==> config.mk <==
export PLATFORM = sky130hd
export DESIGN_NAME = bkg_scroll_ctrl
export DESIGN_NICKNAME = d
export VERILOG_FILES = /design/src/rtl/bkg_scroll_ctrl.sv
export SDC_FILE = /design/constraint.sdc
export NUM_CORES = 1
export LEC_CHECK = 0
export ABC_AREA = 1
export BUFFER_PORTS_ARGS = -buffer_cell sky130_fd_sc_hd__buf_2
export CAP_MARGIN = 20
export CORE_MARGIN = 2
export CORE_UTILIZATION = 29
export DETAILED_ROUTE_END_ITERATION = 12
export PLACE_DENSITY = 0.5
export RECOVER_POWER = 100
export SKIP_LAST_GASP = 1
export SYNTH_ARGS = -nofsm -noshare
export SYNTH_HDL_FRONTEND = slang
export SYNTH_SLANG_ARGS = --single-unit
==> constraint.sdc <==
create_clock -name Clk -period 9.7 [get_ports Clk]
set_input_delay 0.97 -clock Clk [delete_from_list [all_inputs] [get_ports Clk]]
set_output_delay 0.97 -clock Clk [all_outputs]
set_load 0.05 [all_outputs]
==> src/rtl/bkg_scroll_ctrl.sv <==
// Background bank controller: scrolled read addressing, frame-synchronous bank select and
// tear-free loader write arbitration. Define BKG_SCROLL_CLAMP_EN to saturate scroll instead of wrapping.
module bkg_scroll_ctrl #(
  parameter int IMG_W       = 160,
  parameter int IMG_H       = 160,
  parameter int SCALE_SHIFT = 2,
  parameter int ADDR_W      = 15
) (
  input  logic              Clk,
  input  logic              Reset,
  input  logic [9:0]        DrawX,
  input  logic [9:0]        DrawY,
  input  logic              disp_en,
  input  logic              vblank,
  input  logic              frame_start,
  input  logic              scroll_en,
  input  logic [3:0]        scroll_step,
  input  logic              bank_req,
  input  logic [1:0]        bank_req_id,
  input  logic              wr_req,
  input  logic [1:0]        wr_bank,
  input  logic [ADDR_W-1:0] wr_addr,
  input  logic [23:0]       wr_data,
  output logic              wr_ack,
  output logic [3:0]        we,
  output logic [ADDR_W-1:0] write_address,
  output logic [23:0]       data_In,
  output logic [ADDR_W-1:0] read_address,
  output logic [1:0]        bkg_sel,
  input  logic [23:0]       pix_in,
  output logic [23:0]       pix_out,
  output logic              pix_valid
);
`ifdef BKG_SCROLL_CLAMP_EN
  localparam logic [7:0] SCROLL_MAX = 8'(IMG_H - (480 >> SCALE_SHIFT));
`else
  localparam logic [7:0] IMG_H_B = 8'(IMG_H);
`endif

  typedef enum logic {W_IDLE, W_WRITE} wstate_t;

  logic [7:0]        scroll_row_reg;
  logic [7:0]        scroll_row_next;
  logic [7:0]        scroll_sum;
  logic [1:0]        pending_id_reg;
  logic              pending_flag_reg;
  logic [9:0]        src_row;
  logic [9:0]        src_col;
  logic [9:0]        row_sum;
  logic [9:0]        row_wrap;
  logic [ADDR_W-1:0] rd_addr_next;
  logic              disp_d1_reg;
  logic              disp_d2_reg;
  wstate_t           wstate_reg;
  logic              wr_eligible;
  logic [3:0]        bank_onehot;

  // Scroll advance; 8 bits is enough for (IMG_H-1) + 15.
  assign scroll_sum = scroll_row_reg + {4'd0, scroll_step};

  always_comb begin
    scroll_row_next = scroll_sum;
`ifdef BKG_SCROLL_CLAMP_EN
    if (scroll_sum >= SCROLL_MAX) scroll_row_next = SCROLL_MAX;
`else
    if (scroll_sum >= IMG_H_B) scroll_row_next = scroll_sum - IMG_H_B;
`endif
  end

  // A pending or same-cycle bank request wins over the scroll increment at frame_start.
  always_ff @(posedge Clk) begin
    if (Reset) begin
      scroll_row_reg   <= '0;
      bkg_sel          <= '0;
      pending_id_reg   <= '0;
      pending_flag_reg <= 1'b0;
    end else if (frame_start && (pending_flag_reg || bank_req)) begin
      bkg_sel          <= bank_req ? bank_req_id : pending_id_reg;
      scroll_row_reg   <= '0;
      pending_flag_reg <= 1'b0;
    end else begin
      if (frame_start && scroll_en) scroll_row_reg <= scroll_row_next;
      if (bank_req) begin
        pending_id_reg   <= bank_req_id;
        pending_flag_reg <= 1'b1;
      end
    end
  end

  assign src_row = DrawY >> SCALE_SHIFT;
  assign src_col = DrawX >> SCALE_SHIFT;
  assign row_sum = src_row + {2'd0, scroll_row_reg};

`ifdef BKG_SCROLL_CLAMP_EN
  assign row_wrap = row_sum;
`else
  assign row_wrap = (row_sum >= 10'(IMG_H)) ? row_sum - 10'(IMG_H) : row_sum;
`endif

  assign rd_addr_next = ADDR_W'(row_wrap) * ADDR_W'(IMG_W) + ADDR_W'(src_col);

  // Address register, then one cycle of RAM latency, then the output register.
  always_ff @(posedge Clk) begin
    if (Reset) begin
      read_address <= '0;
      disp_d1_reg  <= 1'b0;
      disp_d2_reg  <= 1'b0;
      pix_out      <= '0;
      pix_valid    <= 1'b0;
    end else begin
      read_address <= rd_addr_next;
      disp_d1_reg  <= disp_en;
      disp_d2_reg  <= disp_d1_reg;
      pix_out      <= disp_d2_reg ? pix_in : '0;
      pix_valid    <= disp_d2_reg;
    end
  end

  for (genvar gi = 0; gi < 4; gi++) begin : g_onehot
    assign bank_onehot[gi] = (wr_bank == 2'(gi));
  end

  // The shown bank and the bank about to be shown are only writable during vblank.
  assign wr_eligible = wr_req && (vblank || (wr_bank != bkg_sel &&
                       !(pending_flag_reg && wr_bank == pending_id_reg)));

  always_ff @(posedge Clk) begin
    if (Reset) begin
      wstate_reg    <= W_IDLE;
      we            <= '0;
      wr_ack        <= 1'b0;
      write_address <= '0;
      data_In       <= '0;
    end else if (wstate_reg == W_IDLE) begin
      if (wr_eligible) begin
        wstate_reg    <= W_WRITE;
        we            <= bank_onehot;
        wr_ack        <= 1'b1;
        write_address <= wr_addr;
        data_In       <= wr_data;
      end
    end else begin
      wstate_reg <= W_IDLE;
      we         <= '0;
      wr_ack     <= 1'b0;
    end
  end
endmodule

* After elaboration in Yosys (flattened, before gate mapping)
Index checks and enable logic that the tools add are counted.
W data, S select, Z words.
** Operators by class
- Add/sub/neg operators :: 5
- $mul :: 1
- Order comparisons :: 2
- Eq/ne operators :: 5
- Mux-type cells :: 4
- Bitwise operators :: 2
- Reduce and logical (&&, ||, !) cells :: 13
** Operators by type and width (number)
- $add A15 B8 Y15 :: 1
- $mul A10 B3 Y10 const B :: 1
- $mux W10 :: 1
- $sub A9 B8 Y10 const B :: 1
- $add A8 B8 Y9 :: 1
- $ge A9 B8 Y1 const B :: 1
- $add A8 B4 Y8 :: 1
- $ge A8 B8 Y1 const B :: 1
- $mux W8 :: 1
- $sub A8 B8 Y8 const B :: 1
- $reduce_or A2 Y1 :: 3
- $logic_and A1 B1 Y1 :: 5
- $eq A2 B2 Y1 const B :: 2
- $eq A2 B1 Y1 const B :: 1
- $eq A2 B2 Y1 :: 1
- $logic_not A2 Y1 :: 1
- $logic_or A1 B1 Y1 :: 2
- $mux W2 :: 1
- $ne A2 B2 Y1 :: 1
- $not A1 Y1 :: 2
- $reduce_and A2 Y1 :: 1
- $logic_not A1 Y1 :: 1
- $mux W1 :: 1
** Word-level totals
- Flip-flop bits (word level) :: 100
- Input port bits :: 99
- Output and inout port bits :: 86
- Logic and storage cells :: 46

* Logic depth before layout (Yosys ltp)
- Depth in word-level cells :: 7
- Gate-level depth with buffers :: 28
- Gate-level depth less buffers :: 28

* Worst setup path before layout
OpenSTA, ideal clock, no wires.
- Path type :: input port to flip-flop
- Start point :: input port DrawY[2]
- End point :: register read_address[14]
- Library setup time :: 113 ps
- Arrival :: 3941 ps
- Required time :: 9587 ps
- Path slack :: 5646 ps
- Cell stages on the path :: 26
- Buffers on the path :: 0
- Cells stage by stage :: ha_1 > fa_1 > nand2_1 > nand2_1 > nand3_1 > nand2_1 > nand2_1 > nand2_1 > nand2_1 > nand2_1 > nand2_1 > nand2_1 > xnor2_1 > inv_1 > ha_1 > ha_1 > a21oi_1 > nand2_1 > xor2_1 > nand2_1 > nor2_1 > nor2_1 > nor2_1 > nand2_1 > nand2_1 > nor2_1
** On the way
- Longest elaborated chain between the ends :: 5
- Elaborated cells between the ends (all ways) :: 6
- Those cells by class :: add/sub (3); mul (1); order compare (1); mux (1)
** RTL lines
- start: declaration :: RTL line 12 : input logic [9:0] DrawY,
- $add A8 B8 Y9 (*) :: RTL line 92 : assign row_sum = src_row + {2'd0, scroll_row_reg};
- $sub A9 B8 Y10 or $ge A9 B8 Y1 (tied branches) :: RTL line 97 : assign row_wrap = (row_sum >= 10'(IMG_H)) ? row_sum - 10'(IMG_H) : row_sum;
- $mux W10 (*) :: RTL line 97
- $mul A10 B3 Y10 (*) :: RTL line 100 : assign rd_addr_next = ADDR_W'(row_wrap) * ADDR_W'(IMG_W) + ADDR_W'(src_col);
- $add A15 B8 Y15 (*) :: RTL line 100
- end signal: assignment :: RTL line 111 : read_address <= rd_addr_next;
- end: declaration :: RTL line 28 : output logic [ADDR_W-1:0] read_address,
Every way passes the cells marked *; elsewhere a longest branch is shown, timed or not.
A chain may end at the register's enable or synchronous reset.

* Worst setup path in the final report
Ends and elaborated chain as after synthesis.

==> flow_summary.yaml <==
run_status:
  outcome: "complete, but fails checks"
  violations: "capacitance limit, slew limit"
critical_path:
  cp-start-kind: "input port"
  cp_slowest_stage_delay_ps: 400
  arrival_ps: 4410
  cpMaxStageDelayCell: "fa_1"
  path_class: "input port to flop"
  cp-end-kind: "flop"
  cp.required_ps: 9930
  crit_fanout: 7
  worst-path-buf-inv: 2
  cpMostUsedCell: "nand2_1"
  cp_top_family: "simple AND/OR/NAND/NOR gates"
logic_synthesis:
  yosysUniqueCellTypes: 30
  yosys_warnings: 0
  ys_seq_area_share_pct: 44.0
  netlist_instances: 608
  syn-num-nets: 741
  postSynthAreaPerCell_um2: 7.49
  ys_async_sr_fraction_pct: 0
  synth_edf_count: 0
  synth_flop_cell: "dfxtp_1"
  netlist_area_mm2: 0.00455
  synth_seq_cells: 100
clock_tree:
  ctsHoldBuffers: 0
  path_clk_slew_ps: 70
  clockBufferDepth: 2
  cts_setup_buffers: 0
  clock-sinks: 100
  cts_max_level: 3
  cts_made_buffers: 9
  insertion_delay_ps: 340
  tritoncts: "yes"
  cts-root-buf: "clkbuf_16"
  cts_resized: 0
routing:
  ant_nets: 0
  first_pass_iters: 4
  viasPerCell: 4.20
  drc: 0
  drt-total-wl_um: 11500
  wl_per_cell_um: 11.5
  drt_iter0_markers: 138
  vias: 4204
placement:
  place_hpwl_um: 8920
  gp_congestion: 0.808
  port_buffers: 180
sta:
  finClkSkew_ps: 10.4
  finalCritPeriodShare_pct: 43.1
  final_max_slew_viol_count: 53
  fmax_mhz: 239
  worst_pin_slew_ps: 1950
  slew_headroom_pct: -30.3
  totalNegativeSetupSlack_ps: 0
  fin_crit_ps: 4180
  finalHoldViolations: 0
  grt_setup_unrepaired: "false"
  setup-violations-final: 0
  fin_hold_ws_ps: 407
floorplan:
  die_w_um: 129
  coreArea_mm2: 0.0153
  rows: 45
  die_height_um: 129
  die_area_mm2: 0.0167
  pin_count: 185
  initial_core_util_pct: 29.8
cells_and_area:
  top_regs: "data_In (24), pix_out (24)"
  final_cell_mix: "nor2_1 (132), dfxtp_1 (100), nand2_1 (91), clkbuf_1 (91), buf_2 (91)"
  multiInputGateArea_mm2: 0.00215
  final_common_cell: "nor2_1"
  antennaDiodeCount: 0
  fin_nets: 917
  synthToLayoutAreaGrowth_pct: 28.0
  final_core_util_pct: 38.2
  n_fill_cell: 1659
  drive_gt1_share_pct: 15.6
  seqCellArea_mm2: 0.00200
grt:
  grt-ovfl-total: 0
  grt_pass1_wl_um: 17800
  met1_usage_pct: 16.6
  antenna_found_initial: 0
  grt_busiest_layer: "met2"
  grt_max_degree: 53
  use_met2_pct: 22.2
  grt_pass1_vias: 3843
  gr-usage-met3_pct: 3.96
  grt_use_total_pct: 13.4
hold_path:
  hold_path_class: "flop to flop"
power:
  power.density_mw_per_mm2: 203
  finalPower_mw: 1.18
  p_leak_nw: 2.93
  vdd.ir_drop.worst_mv: 0.0866
job:
  drv_cap: 1
synth_stat cells, types with 3 or more instances:
master,n,area (um2)
inv_1,81,304
a21oi_1,24,120
ha_1,30,375
o21ai_0,57,285
nand4_1,7,43.8
nor2_1,132,495
clkbuf_1,8,30.0
nand3_1,21,105
dfxtp_1,100,2000
buf_2,6,30.0
o22ai_1,6,37.5
nand2_1,90,338
xnor2_1,3,26.3
fa_1,4,80.1
xor2_1,9,78.8
nor2_2,11,68.8
stage by stage:
step	setup WS, ps	instances	cell area, um2
5_1_grt	5050	1000	5820
3_3_place_gp	5220	984	5640
6_report	5520	1000	5820
3_5_place_dp	5170	984	5640
4_1_cts	5540	1000	5940
2_1_floorplan	5650	608	4550
metal layers:
metal  up-vias  share of wire, %  routed length (um)
met5         -                 0                   0
met4         0               1.6                 189
met3        12               6.2                 716
met2       114                45                5220
met1      1811                47                5400
li1       2267                 -                   -
path summary, 6_finish.rpt:
path              depth (start not counted)                           start  slack [ps]                          end
hold reg to reg                           2          disp_d1_reg$_SDFF_PP0_         410       disp_d2_reg$_SDFF_PP0_
hold / removal                            2          disp_d1_reg$_SDFF_PP0_         410       disp_d2_reg$_SDFF_PP0_
setup / recovery                         27                        DrawY[2]        5520  read_address[14]$_SDFF_PP0_
setup reg to reg                         26  scroll_row_reg[0]$_SDFFE_PP0P_        5910  read_address[14]$_SDFF_PP0_
where the power goes:
part | switching (mW) | total, mW | internal [mW]
Sequential | 0.0154 | 0.462 | 0.447
Clock | 0.154 | 0.362 | 0.208
Combinational | 0.263 | 0.357 | 0.0946
cells by family (layout without fill, tap and decap cells):
logic type | Yosys count | after routing | share of synthesized area, %
and+or+nand+nor | 270 | 270 | 24.5
DFF | 100 | 100 | 44.0
xor gates and xnor gates | 12 | 12 | 2.31
AOI/OAI and AO/OA | 91 | 91 | 10.4
buffers and inverters | 101 | 282 | 8.82
adders and majority gates | 34 | 34 | 10.0
tightest hold or removal path, stage by stage (launching register included):
cell and delay (ps):
dfxtp_1 300, inv_1 40, nor2_1 30
cell type report:
class                      instances  area share [%]
timing repair buffer             181            13.6
multi-input combinational        407            36.8
clock inverter                     5           0.988
inverter                          85            5.48
tap                              211            4.53
clock buffer                      11            4.17
sequential                       100            34.4
Note: power is estimated with default switching activity, not from simulation.
